**src/rtl/uart_fifo_core.sv**
```systemverilog
// UART core: TX/RX FIFOs, per-direction baud prescalers, optional parity, error flags
// and a maskable level interrupt behind a cs/wen/addr register bus.
module uart_fifo_core #(
    parameter int unsigned DATA_W     = 8,
    parameter int unsigned FIFO_DEPTH = 16,
    parameter int unsigned DIV_W      = 16
) (
    input  logic        clk,
    input  logic        reset_n,
    output logic        TX,
    input  logic        RX,
    input  logic        cs,
    input  logic        wen,
    input  logic [31:0] addr,
    input  logic [31:0] wdata,
    output logic [31:0] rdata,
    output logic        intr
);
    localparam int unsigned AW = $clog2(FIFO_DEPTH);
    localparam int unsigned CW = AW + 1;

    typedef enum logic [2:0] {StIdle, StStart, StData, StParity, StStop} state_e;

    function automatic logic [3:0] word_len(input logic [2:0] wlen);
        logic [4:0] n;
        n = {2'b00, wlen} + 5'd5;
        if (n > 5'(DATA_W)) n = 5'(DATA_W);
        return n[3:0];
    endfunction

    function automatic logic [DATA_W-1:0] word_mask(input logic [3:0] nb);
        logic [DATA_W-1:0] m;
        for (int i = 0; i < DATA_W; i++) m[i] = (4'(i) < nb);
        return m;
    endfunction

    logic [11:0]      ctrl_q;
    logic [DIV_W-1:0] div_q;
    logic             rx_ovf_q, frame_err_q, par_err_q;
    logic             en, rd_req, wr_req, w1c;
    logic [2:0]       sel;
    logic [4:0]       stat;
    logic             unused_bits;

    assign en          = ctrl_q[0];
    assign sel         = addr[4:2];
    assign rd_req      = cs & ~wen;
    assign wr_req      = cs & wen;
    assign w1c         = wr_req && (sel == 3'd1);
    assign unused_bits = ^{addr[31:5], addr[1:0], wdata};

    // ---------------- FIFOs ----------------
    logic [DATA_W-1:0] tx_mem [FIFO_DEPTH];
    logic [DATA_W-1:0] rx_mem [FIFO_DEPTH];
    logic [AW-1:0]     tx_wp_q, tx_rp_q, rx_wp_q, rx_rp_q;
    logic [CW-1:0]     tx_cnt_q, rx_cnt_q;
    logic              tx_push, tx_pop, tx_full, tx_nempty;
    logic              rx_push, rx_pop, rx_full, rx_nempty, rx_push_req;
    logic [DATA_W-1:0] rx_data_q, rx_data_d;

    assign tx_full   = (tx_cnt_q == CW'(FIFO_DEPTH));
    assign tx_nempty = (tx_cnt_q != '0);
    assign rx_full   = (rx_cnt_q == CW'(FIFO_DEPTH));
    assign rx_nempty = (rx_cnt_q != '0);
    // A pop in the same cycle frees the slot, so a full FIFO still accepts the push.
    assign tx_push   = wr_req && (sel == 3'd2) && (!tx_full || tx_pop);
    assign rx_pop    = rd_req && (sel == 3'd3) && rx_nempty;
    assign rx_push   = rx_push_req && (!rx_full || rx_pop);

    always_ff @(posedge clk) begin
        if (tx_push) tx_mem[tx_wp_q] <= wdata[DATA_W-1:0];
        if (rx_push) rx_mem[rx_wp_q] <= rx_data_q;
    end

    always_ff @(posedge clk or negedge reset_n) begin
        if (!reset_n) begin
            tx_wp_q  <= '0;
            tx_rp_q  <= '0;
            tx_cnt_q <= '0;
            rx_wp_q  <= '0;
            rx_rp_q  <= '0;
            rx_cnt_q <= '0;
        end else begin
            if (tx_push) tx_wp_q <= tx_wp_q + 1'b1;
            if (tx_pop)  tx_rp_q <= tx_rp_q + 1'b1;
            if (rx_push) rx_wp_q <= rx_wp_q + 1'b1;
            if (rx_pop)  rx_rp_q <= rx_rp_q + 1'b1;
            tx_cnt_q <= tx_cnt_q + CW'(tx_push) - CW'(tx_pop);
            rx_cnt_q <= rx_cnt_q + CW'(rx_push) - CW'(rx_pop);
        end
    end

    // ---------------- TX FSM ----------------
    state_e            tx_st_q, tx_st_d;
    logic [3:0]        tx_tk_q, tx_tk_d, tx_bit_q, tx_bit_d, tx_nb_q, tx_nb_d;
    logic [DATA_W-1:0] tx_sh_q, tx_sh_d, tx_word;
    logic              tx_par_q, tx_par_d, tx_pen_q, tx_pen_d, tx_s2_q, tx_s2_d;
    logic              tx_stop_q, tx_stop_d, tx_tick, tx_load;
    logic [DIV_W-1:0]  tx_div_q, tx_div_d, tx_pre_q, tx_pre_d;

    always_comb begin
        tx_st_d   = tx_st_q;
        tx_tk_d   = tx_tk_q;
        tx_bit_d  = tx_bit_q;
        tx_nb_d   = tx_nb_q;
        tx_sh_d   = tx_sh_q;
        tx_par_d  = tx_par_q;
        tx_pen_d  = tx_pen_q;
        tx_s2_d   = tx_s2_q;
        tx_stop_d = tx_stop_q;
        tx_div_d  = tx_div_q;
        tx_pre_d  = tx_pre_q;
        tx_pop    = 1'b0;
        tx_load   = 1'b0;
        tx_word   = '0;
        tx_tick   = (tx_pre_q == '0);
        if (tx_st_q != StIdle) begin
            tx_pre_d = tx_tick ? tx_div_q : tx_pre_q - 1'b1;
            if (tx_tick) tx_tk_d = tx_tk_q + 1'b1;
        end
        unique case (tx_st_q)
            StIdle: tx_load = en && tx_nempty;
            StStart: begin
                if (tx_tick && tx_tk_q == 4'd15) begin
                    tx_st_d  = StData;
                    tx_bit_d = '0;
                end
            end
            StData: begin
                if (tx_tick && tx_tk_q == 4'd15) begin
                    tx_sh_d  = tx_sh_q >> 1;
                    tx_bit_d = tx_bit_q + 1'b1;
                    if (tx_bit_q == tx_nb_q - 4'd1) begin
                        tx_st_d   = tx_pen_q ? StParity : StStop;
                        tx_stop_d = 1'b0;
                    end
                end
            end
            StParity: begin
                if (tx_tick && tx_tk_q == 4'd15) begin
                    tx_st_d   = StStop;
                    tx_stop_d = 1'b0;
                end
            end
            StStop: begin
                if (tx_tick && tx_tk_q == 4'd15) begin
                    if (tx_s2_q && !tx_stop_q) tx_stop_d = 1'b1;
                    else if (en && tx_nempty)  tx_load = 1'b1;
                    else                       tx_st_d = StIdle;
                end
            end
            default: tx_st_d = StIdle;
        endcase
        // Frame configuration is captured here so register writes only affect later frames.
        if (tx_load) begin
            tx_pop   = 1'b1;
            tx_st_d  = StStart;
            tx_tk_d  = '0;
            tx_pre_d = div_q;
            tx_div_d = div_q;
            tx_nb_d  = word_len(ctrl_q[3:1]);
            tx_pen_d = ctrl_q[5];
            tx_s2_d  = ctrl_q[4];
            tx_word  = tx_mem[tx_rp_q] & word_mask(word_len(ctrl_q[3:1]));
            tx_sh_d  = tx_word;
            tx_par_d = (^tx_word) ^ ctrl_q[6];
        end
        if (!en) begin
            tx_st_d = StIdle;
            tx_pop  = 1'b0;
        end
    end

    always_comb begin
        TX = 1'b1;
        unique case (tx_st_q)
            StStart:  TX = 1'b0;
            StData:   TX = tx_sh_q[0];
            StParity: TX = tx_par_q;
            default:  TX = 1'b1;
        endcase
    end

    // ---------------- RX FSM ----------------
    state_e           rx_st_q, rx_st_d;
    logic [3:0]       rx_tk_q, rx_tk_d, rx_bit_q, rx_bit_d, rx_nb_q, rx_nb_d;
    logic             rx_s1_q, rx_s2_q, rx_s3_q, rx_fall, rx_tick, rx_vote;
    logic             rx_v7_q, rx_v7_d, rx_v8_q, rx_v8_d;
    logic             rx_pen_q, rx_pen_d, rx_podd_q, rx_podd_d;
    logic             fe_set, pe_set, ovf_set;
    logic [DIV_W-1:0] rx_div_q, rx_div_d, rx_pre_q, rx_pre_d;

    assign rx_fall = rx_s3_q & ~rx_s2_q;
    assign rx_vote = (rx_v7_q & rx_v8_q) | (rx_v7_q & rx_s2_q) | (rx_v8_q & rx_s2_q);
    assign ovf_set = rx_push_req && rx_full && !rx_pop;

    always_comb begin
        rx_st_d     = rx_st_q;
        rx_tk_d     = rx_tk_q;
        rx_bit_d    = rx_bit_q;
        rx_nb_d     = rx_nb_q;
        rx_data_d   = rx_data_q;
        rx_v7_d     = rx_v7_q;
        rx_v8_d     = rx_v8_q;
        rx_pen_d    = rx_pen_q;
        rx_podd_d   = rx_podd_q;
        rx_div_d    = rx_div_q;
        rx_pre_d    = rx_pre_q;
        rx_push_req = 1'b0;
        fe_set      = 1'b0;
        pe_set      = 1'b0;
        rx_tick     = (rx_pre_q == '0);
        if (rx_st_q != StIdle) begin
            rx_pre_d = rx_tick ? rx_div_q : rx_pre_q - 1'b1;
            if (rx_tick) begin
                rx_tk_d = rx_tk_q + 1'b1;
                if (rx_tk_q == 4'd7) rx_v7_d = rx_s2_q;
                if (rx_tk_q == 4'd8) rx_v8_d = rx_s2_q;
            end
        end
        unique case (rx_st_q)
            StIdle: begin
                if (rx_fall) begin
                    rx_st_d   = StStart;
                    rx_tk_d   = '0;
                    rx_pre_d  = div_q;
                    rx_div_d  = div_q;
                    rx_data_d = '0;
                    rx_nb_d   = word_len(ctrl_q[3:1]);
                    rx_pen_d  = ctrl_q[5];
                    rx_podd_d = ctrl_q[6];
                end
            end
            StStart: begin
                if (rx_tick && rx_tk_q == 4'd9 && rx_vote) rx_st_d = StIdle;
                else if (rx_tick && rx_tk_q == 4'd15) begin
                    rx_st_d  = StData;
                    rx_bit_d = '0;
                end
            end
            StData: begin
                if (rx_tick && rx_tk_q == 4'd9)
                    rx_data_d = rx_data_q | (DATA_W'(rx_vote) << rx_bit_q);
                if (rx_tick && rx_tk_q == 4'd15) begin
                    rx_bit_d = rx_bit_q + 1'b1;
                    if (rx_bit_q == rx_nb_q - 4'd1) rx_st_d = rx_pen_q ? StParity : StStop;
                end
            end
            StParity: begin
                if (rx_tick && rx_tk_q == 4'd9) pe_set = rx_vote ^ (^rx_data_q) ^ rx_podd_q;
                if (rx_tick && rx_tk_q == 4'd15) rx_st_d = StStop;
            end
            StStop: begin
                // Only the first stop bit is checked; returning mid-bit catches back-to-back frames.
                if (rx_tick && rx_tk_q == 4'd9) begin
                    rx_push_req = 1'b1;
                    fe_set      = ~rx_vote;
                    rx_st_d     = StIdle;
                end
            end
            default: rx_st_d = StIdle;
        endcase
        if (!en) begin
            rx_st_d     = StIdle;
            rx_push_req = 1'b0;
            fe_set      = 1'b0;
            pe_set      = 1'b0;
        end
    end

    // ---------------- state, registers, bus ----------------
    logic [31:0] rd_mux;

    assign stat = {par_err_q, frame_err_q, rx_ovf_q, !tx_nempty && (tx_st_q == StIdle), rx_nempty};
    assign intr = |(stat & ctrl_q[11:7]);

    always_comb begin
        rd_mux = '0;
        case (sel)
            3'd0:    rd_mux = 32'(ctrl_q);
            3'd1:    rd_mux = 32'(stat);
            3'd3:    if (rx_nempty) rd_mux = 32'(rx_mem[rx_rp_q]);
            3'd4:    rd_mux = 32'(div_q);
            3'd5:    rd_mux = {16'(tx_cnt_q), 16'(rx_cnt_q)};
            default: rd_mux = '0;
        endcase
    end

    always_ff @(posedge clk or negedge reset_n) begin
        if (!reset_n) begin
            ctrl_q      <= '0;
            div_q       <= '0;
            rx_ovf_q    <= 1'b0;
            frame_err_q <= 1'b0;
            par_err_q   <= 1'b0;
            rdata       <= '0;
            tx_st_q     <= StIdle;
            tx_tk_q     <= '0;
            tx_bit_q    <= '0;
            tx_nb_q     <= '0;
            tx_sh_q     <= '0;
            tx_par_q    <= 1'b0;
            tx_pen_q    <= 1'b0;
            tx_s2_q     <= 1'b0;
            tx_stop_q   <= 1'b0;
            tx_div_q    <= '0;
            tx_pre_q    <= '0;
            rx_st_q     <= StIdle;
            rx_tk_q     <= '0;
            rx_bit_q    <= '0;
            rx_nb_q     <= '0;
            rx_data_q   <= '0;
            rx_v7_q     <= 1'b0;
            rx_v8_q     <= 1'b0;
            rx_pen_q    <= 1'b0;
            rx_podd_q   <= 1'b0;
            rx_div_q    <= '0;
            rx_pre_q    <= '0;
            rx_s1_q     <= 1'b1;
            rx_s2_q     <= 1'b1;
            rx_s3_q     <= 1'b1;
        end else begin
            if (wr_req && sel == 3'd0) ctrl_q <= wdata[11:0];
            if (wr_req && sel == 3'd4) div_q  <= wdata[DIV_W-1:0];
            // Hardware set takes priority over a simultaneous W1C.
            rx_ovf_q    <= ovf_set | (rx_ovf_q    & ~(w1c & wdata[2]));
            frame_err_q <= fe_set  | (frame_err_q & ~(w1c & wdata[3]));
            par_err_q   <= pe_set  | (par_err_q   & ~(w1c & wdata[4]));
            if (rd_req) rdata <= rd_mux;
            tx_st_q     <= tx_st_d;
            tx_tk_q     <= tx_tk_d;
            tx_bit_q    <= tx_bit_d;
            tx_nb_q     <= tx_nb_d;
            tx_sh_q     <= tx_sh_d;
            tx_par_q    <= tx_par_d;
            tx_pen_q    <= tx_pen_d;
            tx_s2_q     <= tx_s2_d;
            tx_stop_q   <= tx_stop_d;
            tx_div_q    <= tx_div_d;
            tx_pre_q    <= tx_pre_d;
            rx_st_q     <= rx_st_d;
            rx_tk_q     <= rx_tk_d;
            rx_bit_q    <= rx_bit_d;
            rx_nb_q     <= rx_nb_d;
            rx_data_q   <= rx_data_d;
            rx_v7_q     <= rx_v7_d;
            rx_v8_q     <= rx_v8_d;
            rx_pen_q    <= rx_pen_d;
            rx_podd_q   <= rx_podd_d;
            rx_div_q    <= rx_div_d;
            rx_pre_q    <= rx_pre_d;
            rx_s1_q     <= RX;
            rx_s2_q     <= rx_s1_q;
            rx_s3_q     <= rx_s2_q;
        end
    end
endmodule

```
**config.mk**
```make
export PLATFORM = sky130hd
export DESIGN_NAME = uart_fifo_core
export DESIGN_NICKNAME = d
export VERILOG_FILES = /design/src/rtl/uart_fifo_core.sv
export SDC_FILE = /design/constraint.sdc
export NUM_CORES = 1
export LEC_CHECK = 0
export CAP_MARGIN = 0
export CELL_PAD_IN_SITES_DETAIL_PLACEMENT = 1
export CELL_PAD_IN_SITES_GLOBAL_PLACEMENT = 1
export CORE_UTILIZATION = 35
export DETAILED_ROUTE_END_ITERATION = 12
export GPL_TIMING_DRIVEN = 0
export PLACE_DENSITY_LB_ADDON = 0.12
export SLEW_MARGIN = 10
export SYNTH_ARGS = -nofsm -noshare
export SYNTH_HDL_FRONTEND = slang
export SYNTH_SLANG_ARGS = --single-unit
```
**constraint.sdc**
```tcl
create_clock -name clk -period 7 [get_ports clk]
set_clock_uncertainty 0.05 [all_clocks]
set_input_delay 1.4 -clock clk [delete_from_list [all_inputs] [get_ports clk]]
set_output_delay 1.4 -clock clk [all_outputs]
set_load 0.02 [all_outputs]
```
==> summary.md, run 1 <==
| Metric | Value |
|---|---|
| Status | `finished clean` |
| Root buffer cell | `clkbuf_16` |
| VDD IR-drop max | `183 uV` |
| Simple-Gate Fraction of Synth Area | `approximately 11%` |
| H-Tree Depth | `2` |
| Clk pwr share | `31.4%` |
| Setup bufs post-CTS | `0` |
| Compound-Gate Fraction of Synth Area | `under 10%` |
| I/O Pins | `103` |
| Worst skew pair latency | `slightly above 600 ps` |
| First-pass GRT wire length | `86.0 mm` |
| Critical Path End Type | `primary output` |
| # nets final | `1758` |
| Core footprint | `~57000 sq um` |
| Final Cycle Share | `69.8%` |
| Initial Utilization | `35.7%` |
| Wire length per cell | `22.7 um` |
| Async SR Flop Fraction | `between 40% and 50%` |
| Hold Crit Class | `register to register` |
| Area share of fa/ha/maj cells after synthesis | `2.23%` |
| Synth Register Bits | `455` |
| Synthesized area | `20300 sq um` |
| Hold Violations, Final | `0` |
| Slew Limit Fails | `0` |
| CTS sink count | `455` |
| Finished Cell Area | `23700 sq um` |
| Max_cap viols | `0` |
| Area of the multi-input gates | `7150 sq um` |
| CTS tree | `built` |
| GR Util All Layers | `approximately 19%` |
| Syn Area/Cell | `13.2 sq um` |
| Die ar. | `58900 sq um` |
| DRC Markers | `0` |
| Worst slew pin tran | `1070 ps` |
| Mux cell area share after synthesis | `around an eighth` |
| Internal power | `5.80 mW` |
| DR pass1 iterations | `5` |
| Post-DR vias/cell | `5.24` |
| Vias in the first global route | `about 14000` |
| Overflow after GRT | `0` |
| Antenna cell count | `0` |
| Post-DRT Antenna Nets | `0` |
| Total chip power | `8.72 mW` |
| Cts hold-fix bufs | `0` |
| Synth unique cells | `a little under 70` |
| PortBufs | `45` |
| Fill count | `between 5000 and 6000` |
| Data required, critical path | `5550 ps` |
| Commonest non-fill, non-tap cell in the layout | `edfxtp_1` |
| Pleak | `between 9 and 10 nW` |
| Commonest cells after routing, fill and taps aside | `edfxtp_1, nand2_1, dfrtp_1, nor2_1, o21ai_0` |
| Chip Height | `243 um` |
| EDFF count, synth | `256` |
| Storage element area | `12700 sq um` |
| Final GP Congestion | `slightly below 0.8` |
| Die width | `about 240 um` |
| Xor/xnor cell area share of the yosys netlist | `2.62%` |
| Rel. slew slack | `28.7%` |
| Row cnt | `between 80 and 90` |
| PD cells | `368 nW/um^2` |
| Fmax | `205 MHz` |
| Largest net degree at the start of global routing | `83` |
| Combinational share of power | `27.9%` |
| Seq/Total Area, Yosys | `approximately 63%` |
| Arr. time, crit path | `3440 ps` |
| Seq pwr share | `40.6%` |
| Cell Area, Placed | `21900 sq um` |
| Maximum clock path buffer count | `3` |
| CP Launch Type | `register` |
| Via total after detailed routing | `12870` |
| Layout area overhead | `16.7%` |
| Psw | `2.92 mW` |
| Ys Warns | `0` |
| Switching power share of the total | `33.5%` |
| Initial antenna violation count | `1` |
| Clk slew on worst S/H paths | `about 60 ps` |
| Final-report setup violation count | `0` |
| Crit Path Max Fanout | `10` |
| Min Hold Slack | `305 ps` |
| Inserted Clock Buffers | `52` |
| Post_cts resized | `0` |
| Syn Inst Count | `1531` |
| Critical path class | `register to primary output` |
| Final Critical Period | `4890 ps` |
| WL final | `55.8 mm` |
| Largest family of logic cells by synthesized area | `multiplexers` |
| Post-DP HPWL | `just under 40 mm` |
| First DRT Iteration DRCs | `roughly 1000` |
| Synth Flop Type | `edfxtp_1` |
| RSZ-0062 raised after global routing | `false` |
| Layout cells sized above 1 | `15.0%` |
## critical path, stage by stage, from the launching register on
cell             delay (ps)
dfrtp_1                 360
clkbuf_1                180
or2_2                   360
nor2_1                  490
clkbuf_1                470
nand3_1                 160
nand3_1                 180
clkdlybuf4s50_1         630
## power groups by stage
stage / clock network, mW / logic, mW / registers [mW]
finish: 2.74 / 2.44 / 3.54
global route: 2.90 / 2.72 / 3.59
CTS: 2.81 / 2.49 / 3.54
detailed placement: 0 / 2.48 / 3.59
global placement: 0 / 2.42 / 3.58
floorplan: 0 / 1.74 / 3.45
## final timing paths
path	end	cells after the start	from	slack (ps)
worst min-delay path	rx_s2_q	0	rx_s1_q	310
worst max register to register	rx_cnt_q[4]	20	rx_pre_q[0]	2230
min in group asynchronous	rx_wp_q[0]	1	reset_n	660
worst max-delay path	intr	7	tx_st_q[0]	2110
max in group asynchronous	tx_bit_q[0]	3	reset_n	5120
worst min register to register	rx_s2_q	0	rx_s1_q	310
## cell type report
type	instances	share of cell area (%)
multi-input cells	953	30.2
clock buffers	70	6.14
plain buffers	88	1.62
flip-flops and latches	455	53.6
well taps	756	4.00
repair buffers	59	2.59
clock inverters	28	1.15
inverters	45	0.725
## logic make-up after synthesis
family,after synthesis
buf+inv,133
xor+xnor,59
flops,455
fa+ha+maj,35
simple gates,477
other cells,1
compound gates,218
mux,153
## state kept, by name, summed over array words and instances, names as in the netlist, 5 cells and up
register / cells
rx_mem: 128
div_q: 16
rx_data_q: 8
ctrl_q: 12
rx_cnt_q: 5
rx_div_q: 16
rx_pre_q: 16
tx_mem: 128
tx_sh_q: 8
rdata: 21
tx_cnt_q: 5
tx_pre_q: 16
tx_div_q: 16
## per-layer routing
metal  GRT usage, %  vias to the layer above  routed length, um
li1               -                     5867                  -
met2           30.6                      192              26200
met3           2.66                       88               1880
met4           5.49                        2               1290
met1           27.7                     6721              26400
met5              0                        -                 13
## through the flow
stage                     util [%]  TNS, ps  std cells  worst slack, ps
after floorplan                  -        0       1541             3010
after global placement        38.2  -945190       2342            -4820
after detailed placement      38.6        0       2356             1670
after CTS                     41.6        0       2454             2050
after global routing          41.6        0       2454             1870
final                         41.6        0       2454             2110
## Yosys cell counts, drive strengths merged, types with 8 or more instances
library cell,n,area [sq um]
edfxtp,256,7690
nand2,209,785
dfrtp,196,4900
nor2,105,394
o21ai,89,445
mux4,73,1640
clkbuf,58,218
inv,44,168
xnor2,43,377
mux2i,41,410
mux2,39,439
nand3,36,180
a21oi,34,170
ha,33,413
buf,30,165
nor3,27,135
o211ai,18,135
a22o,16,140
xor2,15,131
nor4,14,109
or3,14,87.6
nand2b,13,81.3
nor2b,13,81.3
a31oi,11,68.8
nand4,9,56.3
or2,8,50.1
Note: power is estimated with default switching activity, not from simulation.
==> run 2: changes to the inputs <==
==> constraint.sdc (replaced) <==
create_clock -name clk -period 5.1 [get_ports clk]
set_clock_uncertainty 0.05 [all_clocks]
set_input_delay 1.02 -clock clk [delete_from_list [all_inputs] [get_ports clk]]
set_output_delay 1.02 -clock clk [all_outputs]
set_load 0.02 [all_outputs]
==> run 2 against run 1 <==
  * Cell area unchanged
  * First-iteration DRC count fell by 1.2%
  * Global-route usage stayed put
  * Register-to-register slack worse by 1900 ps
  * Clock power up 37%
  * Highest routed layer unchanged
  * Combinational power is 37% higher
  * Sequential cell count is the same
  * Core utilization did not move
  * Routed wire length about the same
  * Non-clock buffer count unchanged
  * Largest power group unchanged
==> summary.md, run 2 (same netlist as run 1, synthesis figures left out) <==
| Metric | Value |
|---|---|
| Die width | `243 um` |
| Post-DP HPWL | `39.1 mm` |
| Worst skew pair latency | `610 ps` |
| Hold Crit Class | `input pin to asynchronous set/reset pin` |
| Cell Area, Placed | `21900 sq um` |
| Final Util | `41.6%` |
| Rel. slew slack | `between 20 and 30%` |
| Setup bufs post-CTS | `0` |
| Worst slew pin tran | `1070 ps` |
| RSZ-0062 raised after global routing | `false` |
| Via total after detailed routing | `12857` |
| Commonest cells after routing, fill and taps aside | `edfxtp_1, nand2_1, dfrtp_1, nor2_1, o21ai_0` |
| # nets final | `1758` |
| Pleak | `9.22 nW` |
| Layout cells sized above 1 | `between 10% and 20%` |
| Post-DR vias/cell | `5.24` |
| Final Cycle Share | `92.8%` |
| Hold Violations, Final | `0` |
| Total chip power | `12.0 mW` |
| H-Tree Depth | `2` |
| Initial antenna violation count | `1` |
| Antenna cell count | `0` |
| Final GP Congestion | `around 0.78` |
| PortBufs | `45` |
| First DRT Iteration DRCs | `between 1000 and 1500` |
| Chip Height | `243 um` |
| Initial Utilization | `a little over a third` |
| Non-Filler Instances | `about 2500` |
| DRC Markers | `0` |
| Placed cell count | `2356` |
| WL final | `55.8 mm` |
| Largest net degree at the start of global routing | `83` |
| Most used routing layer | `met2` |
| DR pass1 iterations | `5` |
| Clk slew on worst S/H paths | `60 ps` |
| Commonest non-fill, non-tap cell in the layout | `edfxtp_1` |
| Data required, critical path | `5520 ps` |
| Vias in the first global route | `13546` |
| GR Util met1 | `around 28%` |
| Die ar. | `around 59000 sq um` |
| Critical Path End Type | `register` |
| CTS tree | `built` |
| Inserted Clock Buffers | `52` |
| Layout area overhead | `16.7%` |
| Row cnt | `87` |
| Status | `finished clean` |
| Post-DRT Antenna Nets | `0` |
| Core footprint | `about 57000 sq um` |
| Arr. time, crit path | `5150 ps` |
| Cts hold-fix bufs | `0` |
| VDD IR-drop max | `251 uV` |
| GR Layer Usage met3 | `under 10%` |
| Slew Limit Fails | `0` |
| Final-report setup violation count | `0` |
| Finished Cell Area | `23700 sq um` |
| Maximum clock path buffer count | `3` |
| I/O Pins | `about 100` |
| Wire length per cell | `22.7 um` |
| Setup WS pre-CTS | `150 ps` |
| Biggest regs | `rx_mem x128, tx_mem x128, rdata x21` |
| Root buffer cell | `clkbuf_16` |
| PD cells | `506 nW/um^2` |
| Max_cap viols | `0` |
| Final worst slack | `about 370 ps` |
| Overflow after GRT | `0` |
| M2 GR Usage | `30.6%` |
| CTS sink count | `~460` |
| Crit Path Max Fanout | `9` |
| First-pass GRT wire length | `around 86 mm` |
| Critical path class | `register to register` |
| Post_cts resized | `0` |
| Final Critical Period | `4730 ps` |
| Setup TNS | `0 ps` |
| CP Launch Type | `register` |
| Min Hold Slack | `277 ps` |
| GR Util All Layers | `19.3%` |
| Fmax | `211 MHz` |
## run 2: cell counts in the layout (fill, tap and decap cells not counted)
Identical to the previous run, type by type.
## run 2: routing by layer
layer  wire length (um)  vias up  part of all wire, %
met5                 13        -                0.023
met3               1940       88                  3.5
met4               1290        2                  2.3
li1                   -     5865                    -
met1              26400     6704                   47
met2              26200      198                   47
## run 2: critical path, stage by stage, from the launching register on
cell and delay (ps):
dfrtp_1 410, inv_1 80, ha_1 200, nor3b_1 460
nand3b_1 410, or3_1 420, clkbuf_1 220, or3_1 530
nor2b_1 140, buf_2 250, inv_1 80, ha_1 290
inv_1 60, ha_1 160, inv_1 60, fa_1 400
inv_1 70, a21oi_1 50, nor2_1 100, nor2_1 60
xnor2_1 110
## run 2: final cells by class
type	instances	area, sq um
Timing Repair Buffer	59	612
Sequential cell	455	12700
Tap cell	756	946
Inverter	45	171
Clock buffer	70	1450
Buffer	88	383
Multi-Input combinational cell	953	7150
Fill cell	5943	33200
Clock inverter	28	272
## run 2: power by group
part	total (mW)	internal [mW]	leakage (nW)	switching, mW
Clock	3.76	2.21	0.853	1.55
Sequential	4.86	4.36	5.19	0.507
Combinational	3.34	1.40	3.18	1.94
## run 2: final timing paths
kind | slack [ps] | start | to | depth (start not counted)
min in group clk | 310 | rx_s1_q | rx_s2_q | 0
min reg2reg | 310 | rx_s1_q | rx_s2_q | 0
max in group asynchronous | 3600 | reset_n | tx_bit_q[0] | 3
max | 370 | rx_pre_q[0] | rx_cnt_q[4] | 20
max reg2reg | 370 | rx_pre_q[0] | rx_cnt_q[4] | 20
min | 280 | reset_n | rx_wp_q[0] | 1
==> run 3: changes to the inputs <==
--- a/config.mk
+++ b/config.mk
@@ -12,7 +12,7 @@
 export DETAILED_ROUTE_END_ITERATION = 12
 export GPL_TIMING_DRIVEN = 0
 export PLACE_DENSITY_LB_ADDON = 0.12
-export SLEW_MARGIN = 10
+export SLEW_MARGIN = 5
 export SYNTH_ARGS = -nofsm -noshare
 export SYNTH_HDL_FRONTEND = slang
 export SYNTH_SLANG_ARGS = --single-unit
==> run 3 against run 2 <==
  * Sequential share of layout area down 0.19 points
  * Cell count down 0.12%
  * Highest routed layer unchanged
  * Core utilization up 0.15 points
  * Combinational power about the same
  * Die area unchanged
  * Clock-buffer cell count up 6
  * Setup slack better by 7.0 ps
  * Non-clock buffer count unchanged
==> summary.md, run 3 (same netlist as run 1, synthesis figures left out) <==
| Metric | Value |
|---|---|
| CP delay by family, top | `simple AND/OR/NAND/NOR gates` |
| Clk slew on worst S/H paths | `60 ps` |
| Maximum clock path buffer count | `3` |
| Non-Filler Instances | `2451` |
| Switching power share of the total | `approximately a third` |
| Via total after detailed routing | `12768` |
| Data required, critical path | `between 5000 and 6000 ps` |
| Seq pwr share | `40.1%` |
| Hold Violations, Final | `0` |
| Rel. slew slack | `28.8%` |
| CP Launch Type | `register` |
| Final GP Congestion | `0.782` |
| Final Cycle Share | `around 93%` |
| Die width | `roughly 240 um` |
| Chip Height | `243 um` |
| WL final | `about 56 mm` |
| DR pass1 iterations | `4` |
| Biggest regs | `rx_mem x128, tx_mem x128, rdata x21` |
| Critical Path End Type | `register` |
| Initial Utilization | `35.7%` |
| Overflow after GRT | `0` |
| Worst slew pin tran | `1060 ps` |
| Inserted Clock Buffers | `51` |
| # nets final | `1757` |
| Clk pwr share | `32.4%` |
| Slowest cell on crit path | `nor4b_1` |
| First DRT Iteration DRCs | `912` |
| Initial antenna violation count | `1` |
| Critical path class | `register to register` |
| Placed cell count | `2356` |
| Worst skew pair latency | `600 ps` |
| PD cells | `511 nW/um^2` |
| RSZ-0062 raised after global routing | `false` |
| DRC Markers | `0` |
| Combinational share of power | `27.6%` |
| CP Cell Sequence | `inv_1 -> ha_1 -> nor4b_1 -> nand2b_1 -> a211o_1 -> buf_2 -> inv_4 -> o2111ai_4 -> clkbuf_1 -> ha_1 -> inv_1 -> ha_1 -> inv_1 -> fa_1 -> inv_1 -> a21oi_1 -> nor2_1 -> nor2_1 -> xnor2_1` |
| R2R depth | `19` |
| Status | `finished clean` |
| H-Tree Depth | `2` |
| PortBufs | `45` |
| Fmax | `212 MHz` |
| GR Util All Layers | `19.4%` |
| Hold Crit Class | `input pin to asynchronous set/reset pin` |
| CP bufs+invs | `7` |
| VDD IR-drop max | `~260 uV` |
| Layout area overhead | `17.1%` |
| Post-DP HPWL | `39.1 mm` |
| Most frequent CP cell | `inv_1` |
| Slew Limit Fails | `0` |
| Layout cells sized above 1 | `15.5%` |
| Commonest non-fill, non-tap cell in the layout | `edfxtp_1` |
| Setup WS pre-CTS | `150 ps` |
| Core footprint | `56800 sq um` |
| Setup bufs post-CTS | `0` |
| Die ar. | `58900 sq um` |
| CTS sink count | `455` |
| Final worst slack | `375 ps` |
| Min Hold Slack | `approximately 270 ps` |
| Reg2Reg Setup Slack | `about 380 ps` |
| Pleak | `9.26 nW` |
| Commonest cells after routing, fill and taps aside | `edfxtp_1, nand2_1, dfrtp_1, nor2_1, o21ai_0` |
| Vias in the first global route | `~14000` |
| Largest net degree at the start of global routing | `83` |
| Post-DRT Antenna Nets | `0` |
| Row cnt | `87` |
| Psw | `between 4 and 5 mW` |
| Crit. path cell count | `19` |
| Final-report setup violation count | `0` |
| I/O Pins | `103` |
| Wire length per cell | `22.8 um` |
| First-pass GRT wire length | `86.6 mm` |
| Arr. time, crit path | `5150 ps` |
| Max_cap viols | `0` |
| CTS tree | `built` |
| Internal power | `8.14 mW` |
| Final Critical Period | `4720 ps` |
| Root buffer cell | `clkbuf_16` |
| Total chip power | `between 10 and 15 mW` |
| Post-DR vias/cell | `5.21` |
| Crit Path Max Fanout | `10` |
| Critical Path Max Stage Delay | `780 ps` |
| Antenna cell count | `0` |
run 3: stage by stage:
step	util, %	cell area [sq um]	TNS [ps]
floorplan	-	20300	0
global placement	38.2	21700	-1262270
detailed placement	38.6	21900	0
CTS	41.8	23700	0
global route	41.8	23700	0
finish	41.8	23700	0
run 3: worst paths after layout:
check,from,to
max in group asynchronous,reset_n,tx_bit_q[3]
setup reg to reg,tx_cnt_q[2],tx_cnt_q[4]
setup / recovery,tx_cnt_q[2],tx_cnt_q[4]
hold reg to reg,rx_s1_q,rx_s2_q
hold / removal,reset_n,rx_tk_q[2]
min in group clk,rx_s1_q,rx_s2_q
run 3: routing by layer:
layer / vias up / wire, um / track usage [%]
met5: - / 13 / 0
met4: 2 / 1320 / 5.77
met3: 84 / 1620 / 2.81
met2: 157 / 26100 / 31.0
met1: 6657 / 26800 / 27.5
li1: 5868 / - / -
run 3: timing repair:
item                       CTS  global route
hold buffers                 0             0
setup endpoints to repair    0             1
gates resized for setup      0             1
run 3: area by class of cell:
class                      instances  area [sq um]
buffer                            88           383
clock buffer                      76          1530
clock inverter                    19           272
fill                            5940         33100
inverter                          45           171
multi-input combinational        953          7150
sequential                       455         12700
tap                              756           946
timing repair buffer              59           612
run 3: power by group through the flow:
stage               Combinational [mW]  Clock [mW]  Sequential (mW)
floorplan                         2.40           0             4.74
global placement                  3.32           0             4.92
detailed placement                3.40           0             4.93
CTS                               3.42        4.03             4.86
global route                      3.75        4.15             4.93
finish                            3.35        3.93             4.86
==> patch (settings of run 3) <==
Take the reset off `tx_sh_q` and load it in a clocked block of its own.
--- a/src/rtl/uart_fifo_core.sv
+++ b/src/rtl/uart_fifo_core.sv
@@ -298,7 +298,6 @@
             tx_tk_q     <= '0;
             tx_bit_q    <= '0;
             tx_nb_q     <= '0;
-            tx_sh_q     <= '0;
             tx_par_q    <= 1'b0;
             tx_pen_q    <= 1'b0;
             tx_s2_q     <= 1'b0;
@@ -331,7 +330,6 @@
             tx_tk_q     <= tx_tk_d;
             tx_bit_q    <= tx_bit_d;
             tx_nb_q     <= tx_nb_d;
-            tx_sh_q     <= tx_sh_d;
             tx_par_q    <= tx_par_d;
             tx_pen_q    <= tx_pen_d;
             tx_s2_q     <= tx_s2_d;
@@ -354,5 +352,9 @@
             rx_s3_q     <= rx_s2_q;
         end
     end
+
+    always_ff @(posedge clk) begin
+        tx_sh_q <= tx_sh_d;
+    end
 endmodule
 
Behaviour: no difference found for any inputs over 4 cycles, from zero or initial values and one cycle with reset_n low; that may be too few to reach the edited logic, so the function may still have changed.
==> patch against run 3 <==
  * Total power grew 1.2%
  * Non-clock buffer count down 11
  * Sequential cell count did not move
  * Sequential share of layout area rose by 0.59 points
  * Synthesized area increased by 0.33%
  * Setup slack better by 0.091 ns
  * Wire length increased by 0.99%
  * Design area decreased by 0.77%
  * Largest power group unchanged
==> patch: results (changes against run 3) <==
The run finished with clean final reports. The logs give 39000 µm (was 39100 µm) for the final HPWL from detailed placement and 74 (was 68) for the number of unique standard cell types used by synthesis. The first-pass GRT wire length is 87200 µm (was 86600 µm), and the DRC violation total after the first TritonRoute iteration is 732 (was 912).

For the number of detailed-route iterations in the first pass, the log shows 5 (was 4). The run gives 1772 (was 1757) as the final-stage net count. The start of the worst register-to-register path is rx_pre_q[0] (was tx_cnt_q[2]). The setup slack of the worst register-to-register path is 0.47 ns (was 0.38 ns). The data arrival at the endpoint of the critical path is 5.07 ns (was 5.15 ns), and the multiplexer share of the synthesized area is 11.1% (was 12.3%).

The count of flip-flops with a built-in enable after synthesis came out at 264 (was 256). The sequential group share of total power came out at 39.8% (was 40.1%). For the sequential area share after synthesis, the log shows 62.5% (about the same).

The share of flip-flops with an asynchronous set or reset was 42.0% (was 43.7%); the transition time of the tightest slew-check pin was 1.25 ns (was 1.06 ns). Net switching power: 4200 µW (was 4000 µW). The minimum period implied by the final worst setup slack is 4.63 ns (was 4.72 ns). The adder and majority gate portion of the synthesized area came out at 2.23% (about the same).

XOR/XNOR share of the synthesized area: 2.78% (was 2.62%). For the number of non-filler instances in the completed layout, the log shows 2466 (was 2451). Total wirelength of the detailed-routed design: 56500 µm (was 55900 µm).

The run gives 30.0% (was 27.6%) as the part of the power in combinational logic. The worst setup slack after placement came out at 0.0464 ns (was 0.150 ns). The fraction of final layout cells with drive strength greater than 1 was 13.1% (was 15.5%). Top cells by instance count after synthesis: edfxtp_1 (264), nand2_1 (237), dfrtp_1 (188), o21ai_0 (91), nor2_1 (90) (was edfxtp_1 (256), nand2_1 (209), dfrtp_1 (196), nor2_1 (105), o21ai_0 (89)). The maximum fanout count along the critical path came out at 9 (was 10). The logs give 19.5% (was 19.4%) for the total track usage and 20300 µm² (about the same) for the cell area after technology mapping. Biggest area contributors in the synthesized netlist: edfxtp_1 (39%), dfrtp_1 (23%), mux4_2 (7.3%), nand2_1 (4.4%), o21ai_0 (2.2%) (was edfxtp_1 (38%), dfrtp_1 (24%), mux4_2 (8.1%), nand2_1 (3.9%), o21ai_0 (2.2%)). The peak supply drop is 0.286 mV (was 0.257 mV). The highest-delay cell along the critical path was nor4_2 (was nor4b_1).
==> patch: layer usage <==
| metal | wire length, µm | vias to the layer above | global-route usage (%) | part of all wire, % |
|---|---|---|---|---|
| met5 | 0 | - | 0 | 0 |
| met4 | 1280 | 0 | 5.64 | 2.3 |
| met3 | 1800 | 76 | 2.29 | 3.2 |
| met2 | 26600 | 209 | 31.5 | 47 |
| met1 | 26800 | 6752 | 27.7 | 47 |
| li1 | - | 5920 | - | - |
==> patch: metrics by stage <==
step	setup TNS (ns)	area [µm²]
final	0	23600
after global routing	0	23600
after CTS	0	23500
after detailed placement	0	21900
after global placement	-1132.60	21800
after floorplan	0	20400
==> patch: area by class of cell <==
type	count	area share (%)
sequential	455	54.0
multi-input combinational	974	30.2
clock buffer	72	6.05
tap	756	4.02
timing repair buffer	48	2.20
buffer	88	1.72
clock inverter	23	1.04
inverter	50	0.797
==> patch: timing repair <==
action / CTS / global route
hold endpoints to repair: 0 / 0
endpoints found under the setup margin: 0 / 1
resized for setup: 0 / 1
hold buffers: 0 / 0
